==> config.mk <==
export PLATFORM = sky130hd
export DESIGN_NAME = pixel_stream_tracker
export DESIGN_NICKNAME = d
export VERILOG_FILES = /design/src/rtl/pixel_stream_pkg.sv /design/src/rtl/pixel_stream_tracker_sat_counter.sv /design/src/rtl/pixel_stream_tracker.sv
export SDC_FILE = /design/constraint.sdc
export NUM_CORES = 1
export LEC_CHECK = 0
export BUFFER_PORTS_ARGS = -buffer_cell sky130_fd_sc_hd__clkbuf_2
export CAP_MARGIN = 20
export CORE_MARGIN = 5
export CORE_UTILIZATION = 43
export DETAILED_ROUTE_END_ITERATION = 10
export HOLD_SLACK_MARGIN = 0.08
export RECOVER_POWER = 100
export SYNTH_ARGS = -nofsm -noshare
export SYNTH_HDL_FRONTEND = slang
export SYNTH_SLANG_ARGS = --single-unit
export TNS_END_PERCENT = 30
==> constraint.sdc <==
create_clock -name clk -period 18.5 [get_ports clk]
set_clock_uncertainty 0.15 [all_clocks]
set_input_delay 3.7 -clock clk [delete_from_list [all_inputs] [get_ports clk]]
set_output_delay 3.7 -clock clk [all_outputs]
set_load 0.01 [all_outputs]
==> src/rtl/pixel_stream_pkg.sv <==
// pixel_stream_pkg
//   Shared types and helpers for the Port V pixel stream tracker.
//   - tracker_state_t : IDLE / STREAM / CATCHUP state encoding
//   - calc_frame      : pixels per frame for a given resolution
//   - calc_pix_w      : width of a pixel index within one frame
//   - sat_inc         : saturating increment for counters up to 32 bits
package pixel_stream_pkg;

  typedef enum logic [1:0] {
    IDLE    = 2'd0,
    STREAM  = 2'd1,
    CATCHUP = 2'd2
  } tracker_state_t;

  function automatic int calc_frame(input int h_res, input int v_res);
    return h_res * v_res;
  endfunction

  // A one-pixel frame still needs a one-bit index.
  function automatic int calc_pix_w(input int frame);
    return (frame <= 1) ? 1 : $clog2(frame);
  endfunction

  // Returns value+1 unless value is already the largest number that fits
  // in 'width' bits, in which case it holds.
  function automatic logic [31:0] sat_inc(input logic [31:0] value, input int width);
    logic [32:0] max_val;
    max_val = (33'd1 << width) - 33'd1;
    if ({1'b0, value} >= max_val) begin
      return value;
    end
    return value + 32'd1;
  endfunction

endpackage

==> src/rtl/pixel_stream_tracker_sat_counter.sv <==
// sat_counter
//   Statistics counter that increments on 'inc' and sticks at its
//   all-ones value instead of wrapping.
//   Ports:
//     clk   - system clock
//     rst_n - asynchronous active-low reset, clears the count
//     inc   - increment request for this cycle
//     count - current saturating count
module sat_counter
  import pixel_stream_pkg::*;
#(
  parameter int WIDTH = 16
) (
  input  logic             clk,
  input  logic             rst_n,
  input  logic             inc,
  output logic [WIDTH-1:0] count
);

  always_ff @(posedge clk or negedge rst_n) begin
    if (!rst_n) begin
      count <= '0;
    end else if (inc) begin
      count <= WIDTH'(sat_inc(32'(count), WIDTH));
    end
  end

endmodule

==> src/rtl/pixel_stream_tracker.sv <==
// pixel_stream_tracker
//   Sits between the SDRAM read-data return path and the Port V output
//   FIFO. Each cycle it decides whether returned read data is written as a
//   real pixel, whether a null pixel is written instead, or whether nothing
//   is written. An expected-pixel pointer tracks the next pixel the VGA side
//   needs; it wraps at frame size and is reloaded on frame_start.
//   Ports:
//     clk            - system clock
//     portV_arst_n   - asynchronous active-low reset
//     readValid      - raddr/rdata valid this cycle
//     raddr          - word address of the returned read data
//     readOffset     - frame-buffer base address
//     fifo_usedw     - output FIFO fill level
//     fifo_full      - output FIFO full
//     frame_start    - one-cycle pulse when the VGA reaches pixel (0,0)
//     wrreq          - write to the output FIFO (combinational)
//     nullData       - the write carries null data (only meaningful with wrreq)
//     state          - 0 IDLE, 1 STREAM, 2 CATCHUP
//     null_count     - null writes issued, saturating
//     drop_count     - valid reads discarded, saturating
//     overflow_count - matching reads lost to fifo_full, saturating
module pixel_stream_tracker
  import pixel_stream_pkg::*;
#(
  parameter int H_RES       = 640,
  parameter int V_RES       = 480,
  parameter int ADDR_W      = 25,
  parameter int USEDW_W     = 9,
  parameter int LOW_WATER   = 2,
  parameter int CATCHUP_MAX = 255,
  parameter int CNT_W       = 16
) (
  input  logic               clk,
  input  logic               portV_arst_n,
  input  logic               readValid,
  input  logic [ADDR_W-1:0]  raddr,
  input  logic [ADDR_W-1:0]  readOffset,
  input  logic [USEDW_W-1:0] fifo_usedw,
  input  logic               fifo_full,
  input  logic               frame_start,
  output logic               wrreq,
  output logic               nullData,
  output logic [1:0]         state,
  output logic [CNT_W-1:0]   null_count,
  output logic [CNT_W-1:0]   drop_count,
  output logic [CNT_W-1:0]   overflow_count
);

  localparam int FRAME = calc_frame(H_RES, V_RES);
  localparam int PIX_W = calc_pix_w(FRAME);
  localparam int CU_W  = (CATCHUP_MAX < 1) ? 1 : $clog2(CATCHUP_MAX + 1);

  tracker_state_t state_q, state_d;
  logic [PIX_W-1:0]  exp_pix, exp_d, exp_next, exp_start;
  logic [CU_W-1:0]   catchup, catchup_d;
  logic [ADDR_W-1:0] rel, exp_ext, fwd;
  logic              match, in_frame, jump_ok, low_water;
  logic              wr, nul;
  logic              inc_null, inc_drop, inc_ovf;

  // Address arithmetic: offset into the frame buffer, and how far ahead
  // of the expected pixel that offset lies (modulo the frame).
  always_comb begin
    rel       = raddr - readOffset;
    exp_ext   = ADDR_W'(exp_pix);
    match     = readValid && (rel == exp_ext);
    in_frame  = rel < ADDR_W'(FRAME);
    if (rel >= exp_ext) begin
      fwd = rel - exp_ext;
    end else begin
      fwd = rel + ADDR_W'(FRAME) - exp_ext;
    end
    jump_ok   = in_frame && (fwd != '0) && (fwd <= ADDR_W'(CATCHUP_MAX));
    low_water = 32'(fifo_usedw) < 32'(LOW_WATER);
    exp_next  = (exp_pix == PIX_W'(FRAME - 1)) ? '0 : exp_pix + PIX_W'(1);
    exp_start = PIX_W'(32'(fifo_usedw) % 32'(FRAME));
  end

  // Write decision and next-state logic. Branch order is the priority:
  // a full FIFO blocks everything, then a matching read, then null fill,
  // then the STREAM-only choice between jumping ahead and dropping.
  always_comb begin
    wr        = 1'b0;
    nul       = 1'b0;
    inc_null  = 1'b0;
    inc_drop  = 1'b0;
    inc_ovf   = 1'b0;
    state_d   = state_q;
    exp_d     = exp_pix;
    catchup_d = catchup;

    if (fifo_full) begin
      inc_ovf = match;
    end else if (match && (state_q != IDLE)) begin
      wr        = 1'b1;
      exp_d     = exp_next;
      catchup_d = '0;
      state_d   = STREAM;
    end else if (low_water || (state_q == CATCHUP)) begin
      wr       = 1'b1;
      nul      = 1'b1;
      exp_d    = exp_next;
      inc_null = 1'b1;
      if (state_q == CATCHUP) begin
        if (catchup != '0) begin
          catchup_d = catchup - CU_W'(1);
        end
        if (catchup <= CU_W'(1)) begin
          state_d = STREAM;
        end
      end
    end else if ((state_q == STREAM) && readValid) begin
      if (jump_ok) begin
        catchup_d = CU_W'(fwd);
        state_d   = CATCHUP;
      end else begin
        inc_drop = 1'b1;
      end
    end

    // In IDLE every returned read is discarded, even during a null write.
    if (!fifo_full && readValid && (state_q == IDLE)) begin
      inc_drop = 1'b1;
    end

    // Frame start resynchronises the pointer but leaves the write alone.
    if (frame_start) begin
      state_d   = STREAM;
      exp_d     = exp_start;
      catchup_d = '0;
    end
  end

  always_ff @(posedge clk or negedge portV_arst_n) begin
    if (!portV_arst_n) begin
      state_q <= IDLE;
      exp_pix <= '0;
      catchup <= '0;
    end else begin
      state_q <= state_d;
      exp_pix <= exp_d;
      catchup <= catchup_d;
    end
  end

  // The write strobes are combinational, so reset must mask them directly.
  assign wrreq    = wr && portV_arst_n;
  assign nullData = nul && portV_arst_n;
  assign state    = state_q;

  sat_counter #(.WIDTH(CNT_W)) u_null_cnt (
    .clk   (clk),
    .rst_n (portV_arst_n),
    .inc   (inc_null),
    .count (null_count)
  );

  sat_counter #(.WIDTH(CNT_W)) u_drop_cnt (
    .clk   (clk),
    .rst_n (portV_arst_n),
    .inc   (inc_drop),
    .count (drop_count)
  );

  sat_counter #(.WIDTH(CNT_W)) u_ovf_cnt (
    .clk   (clk),
    .rst_n (portV_arst_n),
    .inc   (inc_ovf),
    .count (overflow_count)
  );

endmodule

# After elaboration in Yosys (flattened, before gate mapping)
# Index checks and enable logic that the tools add are counted.
op_classes:
  add_sub_neg: 9
  n_div: 1
  magnitude_cmp: 8
  eq_ne: 11
  n_mux: 43
  n_reduce_logical: 24
ops:
  columns: ["cell", "n"]
  rows:
  - ["$mux W19", 5]
  - ["$mux W8", 8]
  - ["$sub A25 B19 Y25", 2]
  - ["$add A16 B1 Y16 const B", 3]
  - ["$ge A16 B16 Y1 const B", 3]
  - ["$mux W16", 3]
  - ["$mod A9 B19 Y32 const B", 1]
  - ["$add A25 B19 Y25 const B", 1]
  - ["$eq A25 B19 Y1", 1]
  - ["$ge A25 B19 Y1", 1]
  - ["$le A25 B8 Y1 const B", 1]
  - ["$lt A25 B19 Y1 const B", 1]
  - ["$mux W25", 1]
  - ["$reduce_bool A25 Y1", 1]
  - ["$sub A25 B25 Y25", 1]
  - ["$add A19 B1 Y19 const B", 1]
  - ["$eq A19 B19 Y1 const B", 1]
  - ["$mux W1", 18]
  - ["$mux W2", 8]
  - ["$reduce_and A5 Y1", 2]
  - ["$logic_and A1 B1 Y1", 9]
  - ["$lt A9 B2 Y1 const B", 1]
  - ["$le A8 B1 Y1 const B", 1]
  - ["$ne A4 B3 Y1 const B", 2]
  - ["other kinds (14)", 20]
totals:
  ff_bits: 77
  input_bits: 64
  output_inout_bits: 52
  word_cells: 102

# Depth between registers and ports, before layout
# Gate-level depths: netlist of the first run.
depth:
  ltp_word: 16
  ltp_mapped: 27
  mapped_depth_nobuf: 25

# Cells and area by module
# From an unflattened synthesis of the first run, not the netlist that was laid out.
hier_totals:
  cells_unflattened: 1047
  area_unflattened_um2: 8700.8
by_module_without_submodules:
  columns: ["module", "n_inst", "cells_each", "area_each_um2", "seq_area_each_um2"]
  rows:
  - ["pixel_stream_tracker", 1, 840, 6257.3, 725.7]
  - ["sat_counter", 3, 69, 814.5, 400.4]

# Worst setup path after synthesis of the first run
# OpenSTA, ideal clock, no wires.
synth_timing:
  path_kind: "in2out"
  startpoint: "input raddr[0]"
  endpoint: "output wrreq"
  arrival_ns: 7.376
  t_required_ns: 14.650
  path_slack_ns: 7.274
  path_stages: 17
  n_path_buf: 0
  cell_sequence: "inv_1 > ha_1 > fa_1 > nand2b_1 > a21oi_1 > o21a_1 > o21ai_1 > o31ai_1 > xnor2_1 > inv_1 > ha_1 > nand2_1 > nor4_1 > nand4_1 > a2111oi_2 > a21oi_1 > nor2_1"
synth_via:
  elab_chain_len: 7
synth_lines:
  columns: ["element", "line_no", "source"]
  rows:
  - ["start: declaration", "pixel_stream_tracker.sv:36", "input logic [ADDR_W-1:0] raddr,"]
  - ["$sub A25 B25 Y25", "pixel_stream_tracker.sv:64", "rel = raddr - readOffset;"]
  - ["$eq A25 B19 Y1", "pixel_stream_tracker.sv:66", "match = readValid && (rel == exp_ext);"]
  - ["$logic_and A1 B1 Y1", "pixel_stream_tracker.sv:66", null]
  - ["$logic_and A1 B1 Y1", "pixel_stream_tracker.sv:94", "end else if (match && (state_q != IDLE)) begin"]
  - ["$mux W1", "pixel_stream_tracker.sv:94", null]
  - ["$mux W1", "pixel_stream_tracker.sv:92", "if (fifo_full) begin"]
  - ["$logic_and A1 B1 Y1", "pixel_stream_tracker.sv:147", "assign wrreq = wr && portV_arst_n;"]
  - ["end: declaration", "pixel_stream_tracker.sv:41", "output logic wrreq,"]
# No other way between the ends.

# Worst setup path after layout of the first run
# Same ends and word-level chain as after synthesis.

==> impl_metrics.csv, run 1 <==
group,metric,value,unit
status,status,"finished with violations",
global_route,grt_max_degree,59,
floorplanning,die_x,150,um
routing,route.antenna.remaining_nets,0,
cells_and_area,final_core_util,48.5,%
clock_network,clock_sinks,77,
yosys,syn-instance-count,1049,
power,ir_drop,0.0000473,V
run,drv_cap,3,
worst_setup_path,end_kind,"primary output",
global_route,grt_use_met3,3.70,%
worst_setup_path,crit_fanout,7,
cells_and_area,final_cell_area,9420,um^2
routing,wl,22900,um
timing,whs,0.340,ns
global_route,grtUsageMet1,28.7,%
timing,final_hold_viol_count,0,
status,violations,"capacitance limit, slew limit",
power,combPwrFrac,58.9,%
yosys,synth_area_leaders,"dfrtp_1 23%, ha_1 13%, xnor2_1 5.7%",
hold_path,hold_path.class,"reg2reg",
clock_network,cts_setup_buffers,0,
floorplanning,rows,51,
cells_and_area,area_growth_syn_to_layout,11.6,%
timing,worst_slew_pin_slew,3.03,ns
yosys,synth_fp_nets,1215,
cells_and_area,finalNonFillerCells,1424,
clock_network,cts_buffers,9,
yosys,synthSimpleGateAreaFrac,21.1,%
yosys,yosysTopAreaCell,"dfrtp_1",
cells_and_area,multi_input_area,5940,um^2
timing,relSlewSlack,-102,%
cells_and_area,fill_cells,2034,
floorplanning,fp.coreArea,19400,um^2
worst_setup_path,cp.arrival,9.06,ns
clock_network,clk_pin_slew_worst_paths,0.05,ns
timing,finalSetupViolCount,0,
clock_network,htree_levels,3,
clock_network,clock_latency,0.34,ns
place,place_congestion,0.892,
clock_network,cts_tree,"yes",
yosys,synth-compound-area-share,21.8,%
routing,firstDrtPassIters,5,
place,placed_area,9270,um^2
global_route,grtUsageMet2,32.8,%
power,power_density,98.0,nW/um^2
power,p_total,0.923,mW
place,dp.cells,1408,
yosys,synth-adder-area-share,16.6,%
clock_network,cts_root_buf,"clkbuf_16",
yosys,yosysUniqueCellTypes,83,
power,total_leakage_power,4.32,nW
yosys,synth.avg_cell_area,8.05,um^2
floorplanning,die-height,150,um
cells_and_area,regArea,1930,um^2
routing,wl_per_cell,16.0,um
worst_setup_path,worstSetupPathType,"in2out",
yosys,synth_xor_area_share,9.75,%
clock_network,max-clock-path-buffers,2,
yosys,ys_warn_count,0,
routing,post-route-drc-count,0,
floorplanning,pin_count,116,
timing,setup-tns-final,0,ns
timing,rsz0062_at_grt,"false",
yosys,ys.flop_type,"dfrtp_1",
cells_and_area,fin_nets,1321,
place,io_buffers,115,
yosys,synth_top_area_share,22.8,%
worst_setup_path,critPathRequiredTime,14.65,ns
power,p_seq_share,23.4,%
floorplanning,dieArea,22500,um^2
yosys,synthMuxAreaShare,1.87,%
global_route,grt_usage,20.2,%
clock_network,ctsResizeCount,0,
global_route,grt_pass1_wl,37100,um
yosys,ys_seq_area_share,22.8,%
power,switching_share,45.9,%
timing,finalCritPeriodShare,69.8,%
place,dp_hpwl,18600,um
power,power.share.clock,17.7,%
global_route,grt_remaining_overflow,0,
routing,routed_via_density,5.51,
global_route,busiest_layer,"met2",
cells_and_area,n_antenna_cell,0,
routing,num_vias,7840,
global_route,antenna_found_initial,0,
timing,min_period,12.91,ns
timing,slew_violations,78,
timing,fmaxAchievable,77.5,MHz
yosys,synth_edf_count,0,
place,pre_cts_ws,6.34,ns
cells_and_area,drive_above_1_share,8.20,%
routing,drtIter0Drc,529,
yosys,synth_top_family_by_area,"compound AO/OA/AOI/OAI gates",
timing,fin_ws,5.59,ns
yosys,async_flop_share,100,%
yosys,ys_seq_elements,77,
yosys,synthesis.area,8440,um^2
clock_network,ctsHoldBuffers,0,
global_route,grt_pass1_vias,7329,
worst_setup_path,start_kind,"input pin",
floorplanning,initial_core_util,43.5,%
power,p_int,0.499,mW
power,p_switching,0.424,mW
cells in the mapped netlist, drive strengths merged, types with 8 or more instances:
cell type    n
xor2        39
a31oi       16
nor2b       11
ha          85
and2        11
o21a        10
nand2b      16
mux2i        9
clkbuf      18
and3        20
a211oi       8
nand3       29
nand4       20
xnor2       55
nand2       85
fa          17
nor4        18
nor3        25
dfrtp       77
nor2        88
o21ai       76
o211ai      10
a21oi       63
o31ai       10
a21o        14
inv        107
worst paths after layout:
path,from,end,slack (ns),cells past startpoint
min in group asynchronous,portV_arst_n,u_ovf_cnt.count[8],3.46,1
min,u_ovf_cnt.count[8],u_ovf_cnt.count[8],0.34,1
min reg2reg,u_ovf_cnt.count[8],u_ovf_cnt.count[8],0.34,1
max in group asynchronous,portV_arst_n,u_drop_cnt.count[7],11.27,2
max reg2reg,exp_pix[5],catchup[4],11.65,16
max,raddr[0],wrreq,5.59,19
power by group through the flow:
stage | registers, mW | logic [mW] | clock network [mW]
global route | 0.220 | 0.605 | 0.176
global placement | 0.219 | 0.542 | 0
CTS | 0.216 | 0.548 | 0.169
detailed placement | 0.219 | 0.544 | 0
floorplan | 0.217 | 0.401 | 0
finish | 0.216 | 0.543 | 0.164
sequential cells by signal (all words and copies together) (netlist names):
register	count
catchup	8
exp_pix	19
state	2
u_drop_cnt.count	16
u_null_cnt.count	16
u_ovf_cnt.count	16
worst max-delay path, stage by stage:
cell and delay [ns]:
clkbuf_2 0.07, inv_1 0.03, ha_1 0.21, fa_1 0.39, nand2b_1 0.18, a21oi_1 0.29
o21a_1 0.27, o21ai_0 0.25, o31ai_1 0.31, xnor2_1 0.21, inv_1 0.13, ha_1 0.40
nand2_1 0.15, nor4_1 0.25, nand4_1 0.16, a2111oi_0 1.32, a21oi_1 0.35, nor2_1 0.20
clkbuf_1 0.17
area by class of cell:
cell class	instances	share of cell area [%]
multi-input cells	840	63.1
flip-flops and latches	77	20.5
repair buffers	120	5.69
inverters	107	4.27
well taps	265	3.52
clock buffers	10	2.54
clock inverters	5	0.399
per-layer routing:
metal | up-vias | part of all wire, %
met5 | - | 0
met2 | 182 | 46
met4 | 0 | 1.1
met1 | 3688 | 48
li1 | 3948 | -
met3 | 22 | 4.8
kinds of logic (layout without fill, tap and decap cells):
family,Yosys count,count (layout)
multiplexers,14,14
adder cells (fa/ha/maj),102,102
buffers and inverters,132,242
AO/OA/AOI/OAI,275,275
flip-flops,77,77
AND/OR/NAND/NOR,355,355
XOR/XNOR,94,94
layout by cell type, fill, tap and decap left out, types with 10 or more instances in the layout:
| cell type | n |
|---|---|
| a21o_1 | 14 |
| a21oi_1 | 63 |
| a31oi_1 | 16 |
| and3_1 | 20 |
| clkbuf_1 | 56 |
| clkbuf_2 | 62 |
| dfrtp_1 | 77 |
| fa_1 | 17 |
| ha_1 | 85 |
| inv_1 | 106 |
| nand2_1 | 85 |
| nand2b_1 | 16 |
| nand3_1 | 29 |
| nand4_1 | 20 |
| nor2_1 | 88 |
| nor2b_1 | 11 |
| nor3_1 | 25 |
| nor4_1 | 18 |
| o21a_1 | 10 |
| o21ai_0 | 58 |
| o21ai_1 | 18 |
| xnor2_1 | 55 |
| xor2_1 | 39 |
No activity file was read; power rests on OpenSTA's default activity.
==> run 2, diff against run 1 <==
Clock period 18.5 ns to 12.2 ns, I/O delays scaled along.
==> impl_metrics.csv, run 2 (same netlist as run 1, synthesis figures left out) <==
group,metric,value,unit
status,status,"finished with violations",
status,violations,"capacitance limit, slew limit",
clock_network,clock_sinks,77,
cells_and_area,fin_nets,1319,
run,drv_cap,3,
clock_network,cts_buffers,9,
worst_setup_path,end_kind,"flop",
global_route,busiest_layer,"met2",
worst_setup_path,r2r_slack,4.99,ns
routing,firstDrtPassIters,5,
power,power_density,151,nW/um^2
timing,slew_violations,78,
timing,relSlewSlack,-106,%
power,p_seq_share,23.0,%
cells_and_area,final_common_cell,"inv_1",
clock_network,ctsHoldBuffers,0,
worst_setup_path,worst_r2r_startpoint,"exp_pix[3]",
clock_network,cts_root_buf,"clkbuf_16",
cells_and_area,layout_common_cells,"105 x inv_1, 88 x nor2_1, 85 x nand2_1, 85 x ha_1, 77 x dfrtp_1",
cells_and_area,final_core_util,48.7,%
routing,drtIter0Drc,473,
floorplanning,die_x,150,um
global_route,grt_pass1_vias,7411,
worst_setup_path,worstSetupPathType,"in2reg",
routing,wl,22700,um
timing,rsz0062_at_grt,"false",
cells_and_area,n_antenna_cell,0,
hold_path,whs_path_depth,1,
floorplanning,pin_count,116,
place,io_buffers,115,
clock_network,htree_levels,3,
cells_and_area,drive_above_1_share,8.29,%
global_route,grt_use_met3,3.16,%
worst_setup_path,crit_fanout,11,
cells_and_area,regMostFlops,"exp_pix",
timing,finalCritPeriodShare,88.2,%
place,dp_hpwl,18500,um
floorplanning,fp.coreArea,19400,um^2
clock_network,clk_pin_slew_worst_paths,0.06,ns
power,p_switching,0.646,mW
power,switching_share,45.3,%
worst_setup_path,reg2reg_to,"catchup[4]",
global_route,grtUsageMet1,28.7,%
floorplanning,rows,51,
timing,min_period,10.75,ns
worst_setup_path,start_kind,"input pin",
global_route,grt_max_degree,59,
global_route,grt_remaining_overflow,0,
place,place_congestion,0.890,
timing,worst_slew_pin_slew,3.09,ns
clock_network,cts_tree,"yes",
worst_setup_path,r2r_cells,16,
routing,wl_per_cell,16.0,um
hold_path,hold_path.class,"reg2reg",
cells_and_area,area_growth_syn_to_layout,11.9,%
cells_and_area,largest_reg_flops,19,
timing,fin_ws,1.45,ns
global_route,grt_usage,20.1,%
routing,num_vias,7831,
routing,post-route-drc-count,0,
routing,route.antenna.remaining_nets,0,
power,p_int,0.780,mW
power,combPwrFrac,57.8,%
global_route,grt_pass1_wl,37000,um
global_route,grtUsageMet2,32.1,%
clock_network,clock_latency,0.33,ns
timing,final_hold_viol_count,0,
floorplanning,die-height,150,um
floorplanning,initial_core_util,43.5,%
routing,routed_via_density,5.50,
place,pre_cts_ws,2.56,ns
floorplanning,dieArea,22500,um^2
power,total_leakage_power,4.34,nW
timing,fmaxAchievable,93.0,MHz
power,power.share.clock,19.2,%
worst_setup_path,critPathRequiredTime,12.29,ns
clock_network,max-clock-path-buffers,2,
clock_network,ctsResizeCount,0,
worst_setup_path,cp.arrival,10.85,ns
timing,finalSetupViolCount,0,
global_route,antenna_found_initial,0,
hold_path,min_to,"u_drop_cnt.count[4]",
clock_network,cts_setup_buffers,0,
timing,setup-tns-final,0,ns
hold_path,hold_start,"u_drop_cnt.count[4]",
power,ir_drop,0.0000931,V
## run 2: routing by layer
| metal | vias up | share of wire (%) |
|---|---|---|
| li1 | 3940 | - |
| met1 | 3670 | 47 |
| met2 | 195 | 46 |
| met3 | 26 | 5.0 |
| met4 | 0 | 1.5 |
| met5 | - | 0 |
## run 2: through the flow
step,area [um^2],hold slack [ns],power (mW),cells
2_1_floorplan,8440,0.307,0.937,1049
3_3_place_gp,9260,0.329,1.15,1407
3_5_place_dp,9260,0.334,1.15,1407
4_1_cts,9570,0.344,1.44,1423
5_1_grt,9440,0.361,1.54,1423
6_report,9440,0.340,1.43,1423
## run 2: critical path, stage by stage
cell	delay, ns
clkbuf_2	0.07
inv_1	0.03
ha_1	0.21
fa_1	0.39
nand2b_1	0.19
a21oi_1	0.30
o21a_1	0.26
a41oi_1	0.20
xnor2_1	0.44
inv_1	0.09
ha_1	0.36
and4_1	0.27
a221oi_1	0.25
o21ai_0	0.27
a221o_1	0.40
nor2b_1	0.18
or3b_1	0.43
a311oi_1	1.50
clkinv_1	0.71
o32a_1	0.50
a21oi_1	0.27
a21oi_1	0.31
nand2b_1	0.43
o31ai_2	0.32
## run 2: cell type report
cell class / count / area [um^2]
fillers: 2040 / 9960
multi-input cells: 840 / 5950
clock buffers: 10 / 239
repair buffers: 118 / 524
well taps: 265 / 332
clock inverters: 6 / 70.1
flip-flops and latches: 77 / 1930
inverters: 107 / 402
## run 2: how the worst max path moves through the flow
stage | start | endpoint | slack, ns | cells past startpoint
2_1_floorplan | raddr[0] | wrreq | 3.49 | 17
3_3_place_gp | raddr[0] | wrreq | 2.68 | 19
3_5_place_dp | raddr[0] | wrreq | 2.56 | 19
4_1_cts | raddr[0] | wrreq | 2.54 | 19
5_1_grt | raddr[0] | catchup[4] | 1.10 | 24
6_report | raddr[0] | catchup[4] | 1.45 | 24
## run 2: power groups by stage
stage	Clock, mW	Sequential [mW]	Combinational [mW]
global route	0.292	0.333	0.919
finish	0.274	0.328	0.824
global placement	0	0.332	0.821
floorplan	0	0.330	0.608
detailed placement	0	0.331	0.824
CTS	0.281	0.327	0.830
==> run 3, diff against run 2 <==
Settings changed: ABC_AREA set to 1.
==> impl_metrics.csv, run 3 <==
group,metric,value,unit
cells_and_area,layout_common_cells,"357 x nand2_1, 227 x inv_1, 136 x nor2_1, 100 x nand3_1, 85 x ha_1",
global_route,grt_max_degree,71,
worst_setup_path,r2r_slack,7.03,ns
clock_network,clock_latency,0.34,ns
power,p_total,1.71,mW
clock_network,max-clock-path-buffers,2,
status,violations,"capacitance limit, slew limit",
global_route,grt_pass1_wl,41600,um
worst_setup_path,reg2reg_to,"catchup[3]",
timing,slew_violations,71,
power,power_density,167,nW/um^2
global_route,antenna_found_initial,0,
yosys,async_flop_share,100,%
global_route,grt_pass1_vias,8503,
worst_setup_path,cp.arrival,6.71,ns
hold_path,hold_path.class,"reg2reg",
yosys,ys_seq_elements,77,
yosys,yosysUniqueCellTypes,50,
worst_setup_path,r2r_cells,15,
timing,rsz0062_at_grt,"false",
worst_setup_path,crit_fanout,8,
timing,final_hold_viol_count,0,
yosys,yosysTopAreaCell,"dfrtp_1",
yosys,syn-instance-count,1392,
clock_network,cts_root_buf,"clkbuf_16",
timing,fmaxAchievable,108,MHz
place,place_congestion,0.940,
floorplanning,initial_core_util,43.7,%
cells_and_area,drive_above_1_share,6.48,%
routing,num_vias,9085,
routing,wl,25500,um
clock_network,clock_sinks,77,
timing,worst_slew_pin_slew,3.83,ns
timing,setup-tns-final,0,ns
floorplanning,die-height,156,um
clock_network,ctsHoldBuffers,0,
floorplanning,rows,53,
routing,route.antenna.remaining_nets,0,
cells_and_area,regMostFlops,"exp_pix",
routing,routed_via_density,5.08,
yosys,ys.flop_type,"dfrtp_1",
yosys,yosysMostFrequentCell,"nand2_1",
place,io_buffers,115,
cells_and_area,n_antenna_cell,0,
yosys,synth.avg_cell_area,6.63,um^2
routing,wl_per_cell,14.2,um
worst_setup_path,crit_chain,"clkbuf_2, inv_1, ha_1, fa_1, nand3b_1, nand2_1, nand2_1, nand2_1, a21oi_1, xnor2_1, inv_1, ha_1, nand2_1, nor2_1, inv_1, nor3_1, nand3_1, nor3_1, nor2_1, inv_1, nor3_1, clkbuf_1",
clock_network,clk_pin_slew_worst_paths,0.06,ns
yosys,ys_warn_count,0,
yosys,ys_seq_area_share,20.9,%
cells_and_area,largest_reg_flops,19,
clock_network,htree_levels,3,
power,total_leakage_power,5.34,nW
worst_setup_path,end_kind,"primary output",
worst_setup_path,start_kind,"input pin",
worst_setup_path,max_stage_delay,0.55,ns
cells_and_area,fin_nets,1674,
worst_setup_path,crit_end,"nullData",
floorplanning,die_x,156,um
place,dp_hpwl,21300,um
run,drv_cap,1,
global_route,grt_usage,20.6,%
power,ir_drop,0.0000780,V
yosys,synth_top_area_share,20.9,%
worst_setup_path,critPathRequiredTime,9.61,ns
floorplanning,fp.coreArea,21100,um^2
worst_setup_path,cp-startpoint,"raddr[0]",
status,status,"finished with violations",
worst_setup_path,cp_slowest_cell,"nor3_1",
yosys,synth_edf_count,0,
clock_network,cts_tree,"yes",
cells_and_area,area_growth_syn_to_layout,11.0,%
yosys,synth_common_cells,"352 x nand2_1, 225 x inv_1, 135 x nor2_1",
worst_setup_path,path_buf_inv,6,
routing,firstDrtPassIters,6,
worst_setup_path,cp.depth,22,
yosys,synth_area_leaders,"dfrtp_1 21%, nand2_1 14%, ha_1 12%",
timing,finalSetupViolCount,0,
routing,drtIter0Drc,588,
worst_setup_path,cpLargestDelayFamily,"simple AND/OR/NAND/NOR gates",
yosys,synthesis.area,9230,um^2
timing,relSlewSlack,-155,%
global_route,grt_remaining_overflow,0,
cells_and_area,final_common_cell,"nand2_1",
clock_network,ctsResizeCount,0,
worst_setup_path,worst_r2r_startpoint,"exp_pix[2]",
routing,post-route-drc-count,0,
worst_setup_path,worstSetupPathType,"in2out",
floorplanning,dieArea,24500,um^2
timing,min_period,9.30,ns
clock_network,cts_buffers,9,
floorplanning,pin_count,116,
clock_network,cts_setup_buffers,0,
timing,finalCritPeriodShare,76.2,%
yosys,synth_fp_nets,1558,
[run 3: worst min-delay path by stage]
stage,start,end,slack [ns],cells after the start
floorplan,catchup[5],catchup[5],0.29,2
global placement,catchup[6],catchup[6],0.31,2
detailed placement,catchup[5],catchup[5],0.31,2
CTS,catchup[5],catchup[5],0.33,2
global route,catchup[5],catchup[5],0.35,2
finish,catchup[5],catchup[5],0.32,2
[run 3: cell families after synthesis]
group | count (synthesis) | synth area share, %
AOI/OAI and AO/OA | 180 | 11.5
xor gates and xnor gates | 104 | 9.87
adders and majority gates | 102 | 15.2
buffers and inverters | 244 | 10.2
DFF | 77 | 20.9
muxes | 1 | 0.122
and+or+nand+nor | 684 | 32.3
[run 3: metal layers]
layer	vias up	global-route usage, %	share of wire (%)
met2	210	32.3	45
met3	28	2.68	4.0
li1	4714	-	-
met5	-	0	0
met4	0	4.26	1.7
met1	4133	30.3	50
[run 3: worst min-delay path: cells and delay by family, from the launching register on]
kind	cells	cell delay, ns
and+or+nand+nor	2	0.09
DFF	1	0.34
[run 3: metrics by stage]
stage               hold slack (ns)  cell area, um^2  utilization (%)  cells  setup slack (ns)
global placement              0.308            10100             47.9   1772              3.41
global route                  0.349            10200             48.6   1788              2.30
finish                        0.322            10200             48.6   1788              2.90
CTS                           0.326            10400             49.3   1788              3.27
floorplan                     0.292             9230                -   1392              3.95
detailed placement            0.310            10100             47.9   1772              3.29
[run 3: cell type report]
cell class,count,area [um^2]
multi-input combinational,1071,6280
inverter,232,871
clock buffer,9,225
timing repair buffer,117,520
fill,2214,10800
clock inverter,7,73.8
tap,275,344
sequential,77,1930
[run 3: power by group]
part	total [mW]	internal [mW]	switching, mW	leakage (nW)
logic	1.09	0.386	0.701	4.19
clock network	0.276	0.160	0.117	0.146
registers	0.342	0.294	0.0473	1.01
total	1.71	0.841	0.865	5.34
